<file path="src/rtl/dtree_pkg.sv">
// -----------------------------------------------------------------------------
// dtree_pkg
// Shared definitions for the decision-tree walker: node word geometry, field
// offsets and widths, feature geometry and the walker state encoding.
// No ports; imported by dtree_node_cmp and dtree_walker.
// -----------------------------------------------------------------------------
package dtree_pkg;

   localparam int NODE_W       = 27;
   localparam int NUM_FEATURES = 5;
   localparam int FEAT_W       = 8;

   localparam int INT_BIT   = 0;
   localparam int SEL_LSB   = 1;
   localparam int SEL_W     = 3;
   localparam int PREC_LSB  = 4;
   localparam int PREC_W    = 3;
   localparam int THR_LSB   = 7;
   localparam int THR_W     = 8;
   localparam int LEFT_LSB  = 15;
   localparam int RIGHT_LSB = 21;
   localparam int CHILD_W   = 6;

   typedef enum logic [1:0] {
      ST_IDLE = 2'd0,
      ST_WALK = 2'd1,
      ST_DONE = 2'd2
   } state_e;

endpackage

</file>
<file path="src/rtl/dtree_node_cmp.sv">
// -----------------------------------------------------------------------------
// dtree_node_cmp
// Reduced-precision unsigned compare used at every internal node. Only the
// upper precision+1 bits of the feature and threshold take part.
// Ports:
//    feature_i    selected feature value
//    threshold_i  node threshold
//    precision_i  p, number of extra bits below the MSB that are compared
//    go_left_o    1 when the truncated feature is <= the truncated threshold
// -----------------------------------------------------------------------------
module dtree_node_cmp
   import dtree_pkg::*;
(
   input  logic [FEAT_W-1:0] feature_i,
   input  logic [THR_W-1:0]  threshold_i,
   input  logic [PREC_W-1:0] precision_i,
   output logic              go_left_o
);

   logic [PREC_W-1:0] dropBits;

   // Keeping p+1 upper bits means discarding 7-p low bits; for a 3-bit p
   // that count is simply the bitwise inverse of p.
   assign dropBits = ~precision_i;

   // Shifting both operands right by the same amount compares only the kept bits.
   assign go_left_o = (feature_i >> dropBits) <= (threshold_i >> dropBits);

endmodule

</file>
<file path="src/rtl/dtree_walker.sv">
// -----------------------------------------------------------------------------
// dtree_walker
// Walks a register-based decision tree one node per cycle for one latched
// feature sample at a time, and returns the class of the reached leaf or an
// abort flag when the walk runs too long or hits a bad feature select.
// Ports:
//    clk_i, rst_i                  clock, synchronous active-high reset
//    in_valid_i / in_ready_o       sample handshake
//    x0_i .. x4_i                  feature values, latched on accept
//    cfg_we_i, cfg_addr_i,
//    cfg_data_i                    node-table write port (IDLE only)
//    out_valid_o / out_ready_i     result handshake
//    out_class_o, out_err_o        result class and abort flag
// -----------------------------------------------------------------------------
module dtree_walker
   import dtree_pkg::*;
#(
   parameter int NODES     = 64,
   parameter int MAX_STEPS = 64
) (
   input  logic               clk_i,
   input  logic               rst_i,
   input  logic               in_valid_i,
   output logic               in_ready_o,
   input  logic [FEAT_W-1:0]  x0_i,
   input  logic [FEAT_W-1:0]  x1_i,
   input  logic [FEAT_W-1:0]  x2_i,
   input  logic [FEAT_W-1:0]  x3_i,
   input  logic [FEAT_W-1:0]  x4_i,
   input  logic               cfg_we_i,
   input  logic [CHILD_W-1:0] cfg_addr_i,
   input  logic [NODE_W-1:0]  cfg_data_i,
   output logic               out_valid_o,
   input  logic               out_ready_i,
   output logic [THR_W-1:0]   out_class_o,
   output logic               out_err_o
);

   localparam int AW = (NODES > 1) ? $clog2(NODES) : 1;
   localparam int SW = $clog2(MAX_STEPS + 1);

   state_e            state_q, state_d;
   logic [AW-1:0]     cur_q, cur_d;
   logic [SW-1:0]     steps_q, steps_d;
   logic [THR_W-1:0]  class_q, class_d;
   logic              err_q, err_d;
   logic [FEAT_W-1:0] feat_q [NUM_FEATURES];
   logic [NODE_W-1:0] nodeTable_q [NODES];

   logic              accept;
   logic              cfgWrite;
   logic [NODE_W-1:0] nodeWord;
   logic              isInternal;
   logic [SEL_W-1:0]  selField;
   logic [PREC_W-1:0] precField;
   logic [THR_W-1:0]  thrField;
   logic [AW-1:0]     leftIdx;
   logic [AW-1:0]     rightIdx;
   logic [FEAT_W-1:0] featSel;
   logic              goLeft;

   // Child pointers and write addresses are 6 bits wide regardless of table
   // depth, so anything past the end of the table wraps back into it.
   function automatic logic [AW-1:0] wrapIdx(input logic [CHILD_W-1:0] raw);
      return AW'(int'(raw) % NODES);
   endfunction

   assign accept   = (state_q == ST_IDLE) && in_valid_i;
   assign cfgWrite = (state_q == ST_IDLE) && cfg_we_i;

   assign nodeWord   = nodeTable_q[cur_q];
   assign isInternal = nodeWord[INT_BIT];
   assign selField   = nodeWord[SEL_LSB +: SEL_W];
   assign precField  = nodeWord[PREC_LSB +: PREC_W];
   assign thrField   = nodeWord[THR_LSB +: THR_W];
   assign leftIdx    = wrapIdx(nodeWord[LEFT_LSB +: CHILD_W]);
   assign rightIdx   = wrapIdx(nodeWord[RIGHT_LSB +: CHILD_W]);

   // Feature mux for the current node. Selects above 4 are trapped by the
   // FSM as an error, so the value chosen for them here never matters.
   always_comb begin
      featSel = feat_q[0];
      case (selField)
         3'd1:    featSel = feat_q[1];
         3'd2:    featSel = feat_q[2];
         3'd3:    featSel = feat_q[3];
         3'd4:    featSel = feat_q[4];
         default: featSel = feat_q[0];
      endcase
   end

   dtree_node_cmp uCmp (
      .feature_i   (featSel),
      .threshold_i (thrField),
      .precision_i (precField),
      .go_left_o   (goLeft)
   );

   // Walker FSM. The step limit is checked before the node itself, so a walk
   // that has already used its full budget aborts even if it lands on a leaf.
   always_comb begin
      state_d = state_q;
      cur_d   = cur_q;
      steps_d = steps_q;
      class_d = class_q;
      err_d   = err_q;
      case (state_q)
         ST_IDLE: begin
            if (in_valid_i) begin
               state_d = ST_WALK;
               cur_d   = '0;
               steps_d = '0;
            end
         end
         ST_WALK: begin
            if (steps_q == SW'(MAX_STEPS)) begin
               state_d = ST_DONE;
               class_d = '0;
               err_d   = 1'b1;
            end else if (!isInternal) begin
               state_d = ST_DONE;
               class_d = thrField;
               err_d   = 1'b0;
            end else if (selField > SEL_W'(NUM_FEATURES - 1)) begin
               state_d = ST_DONE;
               class_d = '0;
               err_d   = 1'b1;
            end else begin
               cur_d   = goLeft ? leftIdx : rightIdx;
               steps_d = steps_q + 1'b1;
            end
         end
         ST_DONE: begin
            if (out_ready_i) begin
               state_d = ST_IDLE;
            end
         end
         default: begin
            state_d = ST_IDLE;
         end
      endcase
   end

   // Control and result registers.
   always_ff @(posedge clk_i) begin
      if (rst_i) begin
         state_q <= ST_IDLE;
         cur_q   <= '0;
         steps_q <= '0;
         class_q <= '0;
         err_q   <= 1'b0;
      end else begin
         state_q <= state_d;
         cur_q   <= cur_d;
         steps_q <= steps_d;
         class_q <= class_d;
         err_q   <= err_d;
      end
   end

   // Features are captured only on accept, so whatever the inputs do while a
   // walk is in flight cannot disturb it.
   always_ff @(posedge clk_i) begin
      if (rst_i) begin
         for (int i = 0; i < NUM_FEATURES; i++) begin
            feat_q[i] <= '0;
         end
      end else if (accept) begin
         feat_q[0] <= x0_i;
         feat_q[1] <= x1_i;
         feat_q[2] <= x2_i;
         feat_q[3] <= x3_i;
         feat_q[4] <= x4_i;
      end
   end

   // Node table. Writes are only taken in IDLE so the tree cannot change
   // under a walk; a write in the accept cycle lands before the first read.
   always_ff @(posedge clk_i) begin
      if (rst_i) begin
         for (int i = 0; i < NODES; i++) begin
            nodeTable_q[i] <= '0;
         end
      end else if (cfgWrite) begin
         nodeTable_q[wrapIdx(cfg_addr_i)] <= cfg_data_i;
      end
   end

   assign in_ready_o  = (state_q == ST_IDLE);
   assign out_valid_o = (state_q == ST_DONE);
   assign out_class_o = class_q;
   assign out_err_o   = err_q;

endmodule

</file>
<file path="config.mk">
export PLATFORM = sky130hd
export DESIGN_NAME = dtree_walker
export DESIGN_NICKNAME = d
export VERILOG_FILES = /design/src/rtl/dtree_pkg.sv /design/src/rtl/dtree_node_cmp.sv /design/src/rtl/dtree_walker.sv
export SDC_FILE = /design/constraint.sdc
export NUM_CORES = 2
export LEC_CHECK = 0
export ABC_AREA = 1
export ABC_CLOCK_PERIOD_IN_PS = 4100
export CORE_UTILIZATION = 48
export DETAILED_ROUTE_END_ITERATION = 16
export RECOVER_POWER = 50
export SLEW_MARGIN = 10
export SYNTH_ARGS = -nofsm -noshare
export SYNTH_HDL_FRONTEND = slang
export SYNTH_SLANG_ARGS = --single-unit
</file>
<file path="constraint.sdc">
create_clock -name clk_i -period 4.1 [get_ports clk_i]
set_input_delay 0.41 -clock clk_i [delete_from_list [all_inputs] [get_ports clk_i]]
set_output_delay 0.41 -clock clk_i [all_outputs]
set_load 0.02 [all_outputs]
</file>
---- After elaboration in Yosys (flattened, before gate mapping) ----
Memory sizes are Yosys's and may differ from the RTL's. A register that Yosys moved wholly into a read port is not among the register bits.
Index checks and enable logic that the tools add are counted.
cells by class
  add/sub/neg operators ................... 1
  $mul .................................... 0
  divide/modulo/power cells ............... 0
  $lt $le $gt $ge ......................... 2
  equality and inequality tests ........... 14
  shift operators ......................... 2
  multiplexer cells ....................... 42
  bitwise operators ....................... 6
  reductions and logical operators ........ 8
operators with widths
  kind                                                                     number
  8-bit two-way mux                                                        8
  6-bit two-way mux                                                        8
  8-bit one-hot mux with 4 select lines                                    1
  7-bit two-way mux                                                        4
  27-bit two-way mux                                                       1
  27-bit OR reduction                                                      1
  8-bit by 3-bit >> shifter with 8-bit output                              2
  7-bit one-hot mux with 2 select lines                                    1
  1-bit two-way mux                                                        12
  6-bit one-hot mux with 2 select lines                                    1
  2-bit two-way mux                                                        5
  8-bit less-or-equal comparator                                           1
  2-bit inequality test, second input constant                             4
  7-bit by 1-bit adder with 7-bit output, second input constant            1
  7-bit equality test, second input constant                               1
  3-bit by 2-bit equality test with 1-bit output, second input constant    2
  2-bit one-hot mux with 3 select lines                                    1
  1-bit OR                                                                 5
  5-bit AND reduction                                                      1
  4-bit inequality test, second input constant                             1
  3-bit by 1-bit equality test with 1-bit output, second input constant    1
  3-bit equality test, second input constant                               1
  3-bit greater-than comparator, second input constant                     1
  3-bit by 1-bit inequality test with 1-bit output, second input constant  1
  9 further kinds                                                          10
word-level totals
  flip-flop bits (word level) ............. 24
  latch bits .............................. 0
  memory bits (writable) .................. 1,768
  memory bits (read-only) ................. 0
  input port bits ......................... 78
  output and inout port bits .............. 11
  logic and storage cells ................. 82
  memories ................................ 2
memories
  name         depth  bits a word  read ports  clocked after memory_dff  wr ports  line                source
  nodeTable_q  64     27           1           1                         64        dtree_walker.sv:48  logic [NODE_W-1:0] nodeTable_q [NODES];
  feat_q       5      8            5           0                         5         dtree_walker.sv:47  logic [FEAT_W-1:0] feat_q [NUM_FEATURES];

---- Longest topological paths before layout ----
  depth in word-level cells ............... 11
  depth in mapped cells ................... 33
  gate-level depth less buffers ........... 30

---- Modules after synthesis ----
A second synthesis with hierarchy kept.
unflattened totals
  cell total of the unflattened synthesis .. 8,014
  area total of the unflattened synthesis .. 80,802.5 um^2
by module, submodules not included
  module          instances  cells each  area each (um^2)  sequential area each (um^2)
  dtree_walker    1          7,880       80,086.8          53,691.5
  dtree_node_cmp  1          134         715.7             0.0

---- Worst setup path after synthesis ----
OpenSTA, ideal clock, no wires.
  path type ............................... register to register
  start ................................... register (tool-made name)
  end ..................................... register (tool-made name)
  setup time .............................. 0.117 ns
  arrival ................................. 3.381 ns
  slack ................................... 0.601 ns
  stages on the path, launching flop included .. 27
  buffers on the path ..................... 7
  clock period less this slack ............ 3.499 ns
  cells stage by stage .................... dfxtp_1 > buf_6 > inv_8 > buf_8 > buf_8 > buf_6 > buf_6 > nand2_1 > a221o_1 > o211ai_1 > nand3_1 > nand3_1 > nand2_2 > inv_2 > buf_2 > nand3_1 > nand3_1 > nand2_1 > ha_1 > nand2_1 > o21ai_0 > nand2_1 > a21oi_1 > clkbuf_1 > a21oi_1 > nand3b_1 > nand2_1

==> key figures <==
STA
  • Tmin final: between 4 and 5 ns
  • Setup ws final: -0.262 ns
  • Fmax: around 230 MHz
  • Layout Skew: between 0.03 and 0.04 ns
  • Fin Hold WS: 0.204 ns
  • Final hold violation count: 0
  • Slew Viols, Final: 151
  • Unrepaired setup endpoints after global routing: yes
  • Final setup violation count: 178
  • Slew headroom: -0.521
  • Fin crit share: 1.06
  • Least-Margin Pin Slew: between 2 and 2.5 ns
  • Final setup TNS: -13.49 ns

Layout
  • Area occupied by multi-input gates: approximately 24000 µm²
  • Design Area, Final: around 95000 µm²
  • Finished Core Util: 0.576
  • Share of cells above drive strength 1: 0.162
  • Commonest non-fill, non-tap cell in the layout: nor2_1
  • Nets: around 8000
  • Fillers: around 14000
  • Layout area overhead: 18.7%
  • Most frequent cells in the layout: 2254 x nor2_1, 1768 x edfxtp_1, 894 x nand2_1, 494 x buf_4, 425 x o21ai_0
  • Reg area: between 50000 and 60000 µm²

Global routing
  • Number of global-route vias before repair: around 60000
  • GRT overflow: 0
  • Antenna violations before repair: 8
  • First-pass GRT wire length: ~400000 µm
  • Largest net degree at the start of global routing: 73
  • Gr usage total: 0.330

Floorplan
  • Core Box Area: 166000 µm²
  • # IOs: 89
  • Cell Rows: between 100 and 150
  • Die Y: about 410 µm
  • Die width: just over 400 µm
  • Initial core utilization: 0.486
  • Die area: 169000 µm²

Setup path
  • WS Path Type: flop to flop
  • WP data arrival: 5.10 ns
  • Startpoint Class: flop
  • Crit end category: flop
  • Critical path's largest stage delay: a little under 0.5 ns
  • Worst EP required: between 4 and 5 ns
  • Buffer and inverter count on the worst path: 8
  • Top delay family on crit path: compound AO/OA/AOI/OAI gates
  • Crit-path max FO: 6
  • Slowest-stage cell, CP: o211ai_1

Logic synthesis
  • Synthesis-stage register bit count: between 1500 and 2000
  • Syn avg cell area: 10.6 µm²
  • Count of cell types in the netlist: roughly 50
  • Yosys synthesis warning count: 0
  • Register area share after synthesis: 0.668
  • EDFF count, synth: approximately 1800
  • Fraction of registers with async set/reset: 0
  • Cell area after synthesis: between 80000 and 90000 µm²
  • Ys flop type: edfxtp_1
  • Synth Instances: around 7600
  • Net Count, Synth: around 7700

Power
  • Pleak: approximately 37 nW
  • Power Dens Cells: 806 nW/µm²
  • Maximum VDD drop: around 1200 µV

Outcome
  • Failing checks: max-capacitance violations, max-slew violations, negative setup slack
  • Outcome: finished with violations

Clocking
  • Clk pin slew, worst setup/hold paths: around 0.06 ns
  • Clock root cell: clkbuf_16
  • Clk buf depth: 3
  • Clock sink count: 1798
  • Clock Latency Late Sink: 0.86 ns
  • TritonCTS clock tree: yes
  • TritonCTS buffer count: 190
  • H-tree Lvls: 4

Place
  • Port Buffer Count: roughly 90
  • Post-DP HPWL: approximately 170000 µm
  • DP Area: roughly 87000 µm²
  • Routability Congestion: between 0.9 and 1

Route
  • Drt total wl: ~280000 µm
  • Post-DRT Antenna Nets: 0
  • Iter 0 DRT Violations: between 8000 and 9000
  • Via density: just over 6
  • Drt wl/cell: between 20 and 30 µm
  • 1st-pass router iterations: 6
  • Drt drc: 0
  • Vias: approximately 63000

Job
  • Max cap viols: 10

Min path
  • Hold/Removal Path Class: input pin to flop
## path summary, 6_finish.rpt
path | slack [ns] | cells past startpoint | to | start
setup / recovery | -0.26 | 27 | flop | flop
hold / removal | 0.20 | 3 | feat_q[0][30] | x3_i[6]
setup reg to reg | -0.26 | 27 | flop | flop
hold reg to reg | 0.47 | 2 | flop | cur_q[1]
## sequential cells by signal (all words and copies together) (netlist names), named ones only
signal and cells:
nodeTable_q 1728, feat_q 40, out_class_o 8, steps_q 7, cur_q 6, state_q 2
out_err_o 1
## cells in the mapped netlist, types with 15 or more instances
| cell type | count | area [µm²] |
|---|---|---|
| nor2_1 | 2285 | 8580 |
| a221o_1 | 16 | 160 |
| inv_2 | 35 | 131 |
| buf_6 | 47 | 529 |
| a21oi_1 | 318 | 1590 |
| o21ai_1 | 79 | 395 |
| o221ai_1 | 75 | 657 |
| clkbuf_1 | 390 | 1460 |
| a32o_1 | 82 | 821 |
| buf_4 | 88 | 661 |
| o21ai_0 | 469 | 2350 |
| nand4_1 | 15 | 93.8 |
| inv_1 | 87 | 327 |
| nand3_1 | 275 | 1380 |
| a221oi_1 | 84 | 736 |
| edfxtp_1 | 1768 | 53100 |
| o211ai_1 | 59 | 443 |
| o22ai_1 | 167 | 1040 |
| nand2_1 | 960 | 3600 |
| nand2_2 | 38 | 238 |
| dfxtp_1 | 30 | 601 |
| buf_2 | 152 | 761 |
## routing by layer
| layer | share of wire | vias to the layer above | wire (µm) | global-route usage |
|---|---|---|---|---|
| li1 | - | 27400 | - | - |
| met1 | 0.39 | 31100 | 111000 | 0.460 |
| met2 | 0.44 | 3939 | 126000 | 0.495 |
| met3 | 0.11 | 641 | 30400 | 0.0587 |
| met4 | 0.058 | 2 | 16500 | 0.168 |
| met5 | 0.000046 | - | 13 | 0 |
## report_power, final
group	switching (mW)	leakage, nW	internal, mW
combinational	23.7	15.5	15.7
sequential	0.322	18.5	21.0
clock	7.29	2.76	8.98
## area by class of cell
| class | instances | area share |
|---|---|---|
| Clock inverter | 94 | 0.00711 |
| Inverter | 125 | 0.00575 |
| Multi-Input combinational cell | 4999 | 0.250 |
| Sequential cell | 1798 | 0.563 |
| Timing Repair Buffer | 851 | 0.0925 |
| Antenna cell | 1 | 0.0000262 |
| Clock buffer | 241 | 0.0525 |
| Tap cell | 2189 | 0.0287 |
| Timing Repair inverter | 2 | 0.000341 |
## tightest hold or removal path, cell delays in order
cell             delay, ns
clkdlybuf4s50_1       0.39
inv_1                 0.05
nor2_1                0.03
## kinds of logic after synthesis
family	after synthesis	synth area share
buffers and inverters	816	0.0494
xor gates and xnor gates	2	0.000218
AOI/OAI and AO/OA	1376	0.105
DFF	1798	0.668
adders and majority gates	10	0.00156
and+or+nand+nor	3611	0.176
## per-stage QoR
| stage | std cells | setup WS, ns | power, mW |
|---|---|---|---|
| 2_1_floorplan | 7613 | 0.601 | 37.5 |
| 3_3_place_gp | 9876 | -0.574 | 52.4 |
| 3_5_place_dp | 9876 | -0.586 | 52.5 |
| 4_1_cts | 10300 | -0.146 | 73.2 |
| 5_1_grt | 10300 | -0.363 | 79.3 |
| 6_report | 10300 | -0.262 | 76.9 |
## what timing repair did
item                                    4_1_cts  5_1_grt
cloned                                       25        7
buffers inserted                             53       10
pin swaps                                    56      122
resized for setup                           244      194
hold buffers                                  0        0
endpoints found under the setup margin       12       12
Power figures use the tool's default switching activity.
